**src/rtl/ahb_slave.sv**
```systemverilog
// AHB-Lite memory slave: DEPTH words with byte-lane writes.
// The number of wait states per data phase is set by a parameter.
module ahb_slave #(
  parameter int              AW          = 32,
  parameter int              DW          = 32,
  parameter logic [AW-1:0]   BASE        = '0,
  parameter int              DEPTH       = 20,
  parameter int              WAIT_STATES = 0
) (
  input  logic          hclk,
  input  logic          hreset_n,
  input  logic          hsel,
  input  logic [AW-1:0] haddr,
  input  logic [1:0]    htrans,
  input  logic [2:0]    hsize,
  input  logic          hwrite,
  input  logic [DW-1:0] hwdata,
  output logic [DW-1:0] hrdata,
  input  logic          hready_i,
  output logic          hready_o
);

  localparam int            IW    = (DEPTH > 1) ? $clog2(DEPTH) : 1;
  localparam logic [AW-1:0] LIMIT = AW'(DEPTH * 4);
  localparam logic [2:0]    WS    = 3'(WAIT_STATES);

  logic [31:0]   mem [DEPTH];
  logic          dvalid;
  logic          dwrite;
  logic [AW-1:0] daddr;
  logic [2:0]    dsize;
  logic [2:0]    wcnt;
  logic          accept;
  logic          done;
  logic          inr;
  logic [AW-1:0] off;
  logic [IW-1:0] idx;
  logic [3:0]    be;

  assign off      = daddr - BASE;
  assign inr      = off < LIMIT;
  assign idx      = off[IW+1:2];
  assign hready_o = !(dvalid && wcnt != 3'd0);
  assign done     = dvalid && hready_o;
  assign accept   = hsel && hready_i && htrans[1] && hready_o;
  assign hrdata   = (dvalid && !dwrite && inr) ? mem[idx] : '0;

  always_comb begin
    be = 4'b0000;
    unique case (1'b1)
      dsize == 3'd0: be[daddr[1:0]] = 1'b1;
      dsize == 3'd1: be = daddr[1] ? 4'b1100 : 4'b0011;
      default:       be = 4'b1111;
    endcase
  end

  // A completing data phase may be overlapped by the next accepted address.
  always_ff @(posedge hclk or negedge hreset_n) begin
    if (!hreset_n) begin
      dvalid <= 1'b0;
      dwrite <= 1'b0;
      daddr  <= '0;
      dsize  <= '0;
      wcnt   <= '0;
    end else if (accept) begin
      dvalid <= 1'b1;
      dwrite <= hwrite;
      daddr  <= haddr;
      dsize  <= hsize;
      wcnt   <= WS;
    end else if (done) begin
      dvalid <= 1'b0;
    end else if (dvalid) begin
      wcnt <= wcnt - 3'd1;
    end
  end

  always_ff @(posedge hclk or negedge hreset_n) begin
    if (!hreset_n) begin
      for (int i = 0; i < DEPTH; i++) mem[i] <= '0;
    end else if (done && dwrite && inr) begin
      for (int b = 0; b < 4; b++)
        if (be[b]) mem[idx][8*b +: 8] <= hwdata[8*b +: 8];
    end
  end

endmodule

```
**config.mk**
```make
export PLATFORM = sky130hd
export DESIGN_NAME = ahb_slave
export DESIGN_NICKNAME = d
export VERILOG_FILES = /design/src/rtl/ahb_slave.sv
export SDC_FILE = /design/constraint.sdc
export NUM_CORES = 1
export LEC_CHECK = 0
export CAP_MARGIN = 40
export CORE_ASPECT_RATIO = 0.6
export CORE_UTILIZATION = 45
export CTS_CLUSTER_SIZE = 30
export DETAILED_ROUTE_END_ITERATION = 12
export PLACE_DENSITY = 0.59
export SLEW_MARGIN = 40
export SYNTH_ARGS = -nofsm -noshare
export SYNTH_HDL_FRONTEND = slang
export SYNTH_SLANG_ARGS = --single-unit
```
**constraint.sdc**
```tcl
create_clock -name hclk -period 6.6 [get_ports hclk]
set_input_delay 0.99 -clock hclk [delete_from_list [all_inputs] [get_ports hclk]]
set_output_delay 0.99 -clock hclk [all_outputs]
set_load 0.05 [all_outputs]
```
* Word-level counts from Yosys, hierarchy flattened
Index checks and enable logic that the tools add are counted.
Storage, ports and cells: output and inout bits 33, word-level logic and storage cells 84, input port bits 74, bits in registers 680
Cells by class: order comparisons 5, equality and inequality tests 2, bitwise logic cells 1, add/subtract/negate cells 1, muxes and demuxes 32, reduce and logical (&&, ||, !) cells 18
Operators with widths (number):
- 640-bit two-way mux | 7
- 640-bit bitwise mux | 4
- 32-bit demux with 5-bit select | 4
- 32-bit binary-select mux with 5-bit select | 1
- 32-bit two-way mux | 4
- 32-bit by 7-bit less-than comparator with 1-bit output (second input constant) | 1
- 24-bit two-way mux | 1
- 16-bit two-way mux | 1
- 1-bit logical AND | 11
- 3-bit two-way mux | 3
- 8-bit two-way mux | 1
- 4-bit one-hot mux with 2 select lines | 1
- 6-bit greater-or-equal comparator (second input constant) | 1
- 6-bit by 1-bit less-than comparator with 1-bit output (second input constant) | 1
- 5-bit inverter with 6-bit output | 1
- 4-bit two-way mux | 1
- 2-bit nonzero test | 2
- 3-bit by 1-bit equality test with 1-bit output (second input constant) | 1
- 3-bit zero test | 1
- 2-bit by 3-bit less-than comparator with 1-bit output (second input constant) | 1
- 1-bit two-way mux | 3
- 3-bit nonzero test | 1
- 3-bit by 1-bit subtractor with 3-bit output (second input constant) | 1
- 1-bit demux with 2-bit select | 1
- other kinds (4) | 5

* Depth between registers and ports, before layout
word-level depth 16, mapped depth 9, mapped depth without buffers 7

* Least setup slack after synthesis
No wires, ideal clock.
path type reg2out, start point register daddr[5], end point output port hrdata[14], arrival time 4.136 ns, required time 5.610 ns, setup slack 1.474 ns, buffers on the path 4, cell stages (with the launch flop) 8, cell sequence dfrtp_1 -> clkbuf_1 -> or3_1 -> clkbuf_1 -> clkbuf_1 -> clkbuf_1 -> o22ai_1 -> a2111oi_0
On the way: cells in the longest elaborated chain, start to end 5, elaborated cells on any way between the ends 7, those cells by class order compare: 1; mux: 4; bitwise: 1; reduce/logical: 1
Ends and longest elaborated chain:
- start: declaration | line 30 | logic [AW-1:0] daddr;
- start signal: assignment | line 68 | daddr <= haddr;
- parallel branches: the longest is 4 deep, another holds 32-bit by 7-bit less-than comparator with 1-bit output
- 32-bit two-way mux (*) | line 46 | assign hrdata = (dvalid && !dwrite && inr) ? mem[idx] : '0;
- end: declaration | line 18 | output logic [DW-1:0] hrdata,
Every way passes the cells marked *. The select of a mux whose other input is x is not followed.

* Final worst setup path
start point register daddr[6], end point output port hrdata[10]
The elaborated chain is that of the path after synthesis.

==> impl_table.tex <==
\begin{tabular}{lr}
\hline
Metric & Value \\
\hline
\multicolumn{2}{l}{\textbf{Status}} \\
Result of the run & complete, no violations \\
\multicolumn{2}{l}{\textbf{GRT}} \\
First-pass GRT wire length & 118 mm \\
Via count of the first global-routing pass & 18700 \\
Overall Global Routing Usage & 0.225 \\
Residual overflow from global routing & 0 \\
Largest net degree at the start of global routing & 137 \\
Initial antenna violation count & 0 \\
\multicolumn{2}{l}{\textbf{Power}} \\
Combinational fraction of design power & 0.125 \\
Fraction of power spent switching nets & 0.257 \\
Pint & 7.12 mW \\
Share of total power in sequential cells & 0.460 \\
Net switching power & 2.46 mW \\
Share of total power in the clock network & 0.415 \\
Static power due to leakage & 15.3 nW \\
Total power per unit cell area & 273 nW/µm² \\
IR Drop Worst-Case VDD & 0.172 mV \\
\multicolumn{2}{l}{\textbf{Final layout}} \\
Most common cell after layout, fill and taps aside & sky130\_fd\_sc\_hd\_\_dfrtp\_1 \\
Layout cell share with drive strength beyond 1 & 0.507 \\
Final standard cell area without fillers & 35100 µm² \\
Layout-stage area growth over the synthesis result & 14.5\% \\
Final core area utilization & 0.526 \\
Final \#Nets & 2094 \\
Commonest cells after routing, fill and taps aside & sky130\_fd\_sc\_hd\_\_dfrtp\_1, sky130\_fd\_sc\_hd\_\_mux2\_2, sky130\_fd\_sc\_hd\_\_mux4\_2 \\
Number of filler instances in the final layout & 5426 \\
\multicolumn{2}{l}{\textbf{Timing}} \\
Fin crit share & 0.839 \\
Tightest Pin Transition & 0.877 ns \\
Setup TNS & 0 ns \\
Final min period & 5.54 ns \\
Highest clock rate & 0.181 GHz \\
Number of failing hold endpoints at the final stage & 0 \\
Total of endpoints with negative setup slack in the final report & 0 \\
Clk\_skew & 0.0308 ns \\
Setup repair after global routing missed its margin & no \\
Number of pins with negative max-slew slack in the final report & 0 \\
Slew HR & 0.400 \\
\multicolumn{2}{l}{\textbf{Logic synthesis}} \\
Net Count, Synth & 2037 \\
XOR/XNOR Fraction of Synth Area & 0 \\
Fraction of synthesized area in multiplexers & 0.365 \\
Area share of the largest cell type after synthesis & 0.555 \\
Register area share after synthesis & 0.555 \\
Fraction of the mapped netlist area in compound gates & 0.0246 \\
Flop and latch count out of synthesis & 680 \\
Fraction of registers with async set or reset after synthesis & 1.00 \\
Top FF cell, synth & sky130\_fd\_sc\_hd\_\_dfrtp\_1 \\
Yosys top cell by area & sky130\_fd\_sc\_hd\_\_dfrtp\_1 \\
Synth Area in Simple Gates & 0.0323 \\
Post-synthesis instance area & 30600 µm² \\
Main combinational cell family by area after synthesis & multiplexers \\
Warnings from Yosys & 0 \\
Distinct cell type count of the synthesized netlist & 40 \\
Cells after synthesis & 1961 \\
Area contributors post-synth & sky130\_fd\_sc\_hd\_\_dfrtp\_1, sky130\_fd\_sc\_hd\_\_mux2\_2, sky130\_fd\_sc\_hd\_\_mux4\_2 \\
Number of flops mapped to enable cells by yosys & 0 \\
Adder and majority cell fraction of the synthesized area & 0.000817 \\
Syn Area/Cell & 15.6 µm² \\
\multicolumn{2}{l}{\textbf{Clock network}} \\
Count of hold buffers inserted by post-cts repair & 0 \\
Sink count of the clock tree & 680 \\
TritonCTS clock tree & yes \\
Number of buffers added by the clock tree synthesis step & 67 \\
Buffer levels on the longest clock path & 3 \\
Post\_cts resized & 0 \\
Later-pin clock latency in the skew report & 0.62 ns \\
H-tree lvl count & 3 \\
Setup bufs post-CTS & 0 \\
CTS clock-pin slew for the worst setup and hold paths & 0.07 ns \\
Cell at the root of the clock tree & sky130\_fd\_sc\_hd\_\_clkbuf\_16 \\
\multicolumn{2}{l}{\textbf{Die}} \\
Die W & 339 µm \\
Die height & 204 µm \\
Cell Rows & 73 \\
Core outline area & 66800 µm² \\
Boundary Pins & 107 \\
Total Die Area & 69200 µm² \\
Initial Utilization & 0.459 \\
\multicolumn{2}{l}{\textbf{Routing}} \\
1st-iter DRT viols & 1015 \\
Ratio of routed vias to standard cells & 5.91 \\
Initial DRT Pass Iterations & 5 \\
DRC violation count after routing & 0 \\
Post-route ant nets & 0 \\
Drt wl/cell & 25.4 µm \\
Wire length reported by the detailed router & 75.6 mm \\
Routed vias & 17600 \\
\multicolumn{2}{l}{\textbf{Worst setup path}} \\
Category of the worst setup path launch point & flip-flop \\
Crit path capture type & output port \\
Start-to-end type of the worst setup path & flip-flop to output port \\
Critical path arrival & 4.55 ns \\
Number of cells on the worst reg-to-reg path & 6 \\
Largest fanout on the critical path & 23 \\
Required time of the worst setup path & 5.61 ns \\
\multicolumn{2}{l}{\textbf{Placed design}} \\
Placement-stage cell area & 32800 µm² \\
Input/output buffers & 105 \\
Detailed-placement wirelength estimate & 48.4 mm \\
RD Place Congestion & 0.750 \\
\multicolumn{2}{l}{\textbf{Min path}} \\
Path class of the lowest-slack min-delay path & input pin to asynchronous set/reset pin \\
\multicolumn{2}{l}{\textbf{Job}} \\
Max-cap violations & 0 \\
\hline
\end{tabular}
==> per-stage QoR <==
| stage | total power, mW | setup slack, ns | cells | hold slack (ns) |
|---|---|---|---|---|
| after floorplan | 5.20 | 1.47 | 1961 | 0.461 |
| after global placement | 5.64 | 1.74 | 2840 | 0.482 |
| after detailed placement | 5.69 | 1.78 | 2848 | 0.488 |
| after CTS | 9.68 | 1.09 | 2967 | 0.251 |
| after global routing | 9.94 | 0.938 | 2968 | 0.266 |
| final | 9.58 | 1.06 | 2970 | 0.267 |
==> routing by layer <==
| metal | track usage | vias to the layer above | routed length, µm |
|---|---|---|---|
| met5 | 0 | - | 0 |
| met4 | 0.0554 | 0 | 1510 |
| met3 | 0.0399 | 112 | 3010 |
| met2 | 0.348 | 303 | 35100 |
| met1 | 0.330 | 9619 | 35900 |
| li1 | - | 7522 | - |
==> power by group through the flow <==
stage,Clock (mW),Sequential (mW),Combinational [mW]
finish,3.97,4.41,1.20
CTS,4.06,4.41,1.21
global route,4.23,4.42,1.29
detailed placement,0,4.48,1.21
floorplan,0,4.43,0.773
global placement,0,4.52,1.12
==> synthesized netlist by cell type (all sizes together) (2+ instances only) <==
library cell  instances
a2111oi              31
and2b                 2
and3                  2
buf                  51
clkbuf              108
dfrtp               680
ha                    2
inv                   5
mux2                675
mux2i                 4
mux4                158
nand2                75
nand2b                3
nand3                 4
nand3b                2
nand4                 2
nor2                 24
nor2b                 8
nor3                 34
nor4                  6
o21ai                 7
o22ai                65
or3                   2
==> cell families (layout without fill, tap and decap cells) <==
family          Yosys count  after routing
mux                     837            837
compound gates          108            108
simple gates            170            170
fa+ha+maj                 2              2
buf+inv                 164            271
flops                   680            680
other cells               0              2
==> path summary, 6_finish.rpt <==
| path | startpoint | endpoint | slack [ns] |
|---|---|---|---|
| setup reg to reg | daddr[6] | mem[493] | 2.68 |
| max in group asynchronous | hreset_n | mem[277] | 5.21 |
| min in group hclk | mem[445] | mem[445] | 0.50 |
| hold / removal | hreset_n | mem[385] | 0.27 |
| hold reg to reg | mem[445] | mem[445] | 0.50 |
| setup / recovery | daddr[6] | hrdata[10] | 1.06 |
==> critical path, stage by stage (launching register included) <==
cell and delay (ns):
sky130_fd_sc_hd__dfrtp_2 0.75, sky130_fd_sc_hd__or3b_2 0.78, sky130_fd_sc_hd__buf_4 0.43, sky130_fd_sc_hd__o22ai_1 0.20
sky130_fd_sc_hd__a2111oi_0 0.80, sky130_fd_sc_hd__clkdlybuf4s50_1 0.95
==> layout make-up <==
type                    instances  area [µm²]  area share
repair buffers                147        1530      0.0437
multi-input cells            1117       13100       0.374
clock buffers                  96        2030      0.0577
diodes                          2        5.00    0.000143
clock inverters                23         249     0.00709
well taps                     900        1130      0.0321
inverters                       5        18.8    0.000535
flip-flops and latches        680       17000       0.485
==> state kept, by name (all words and copies together) (netlist names) <==
signal and flops:
mem 640, dvalid 1, dwrite 1, wcnt 3, dsize 3, daddr 32
No activity file was read; power rests on OpenSTA's default activity.
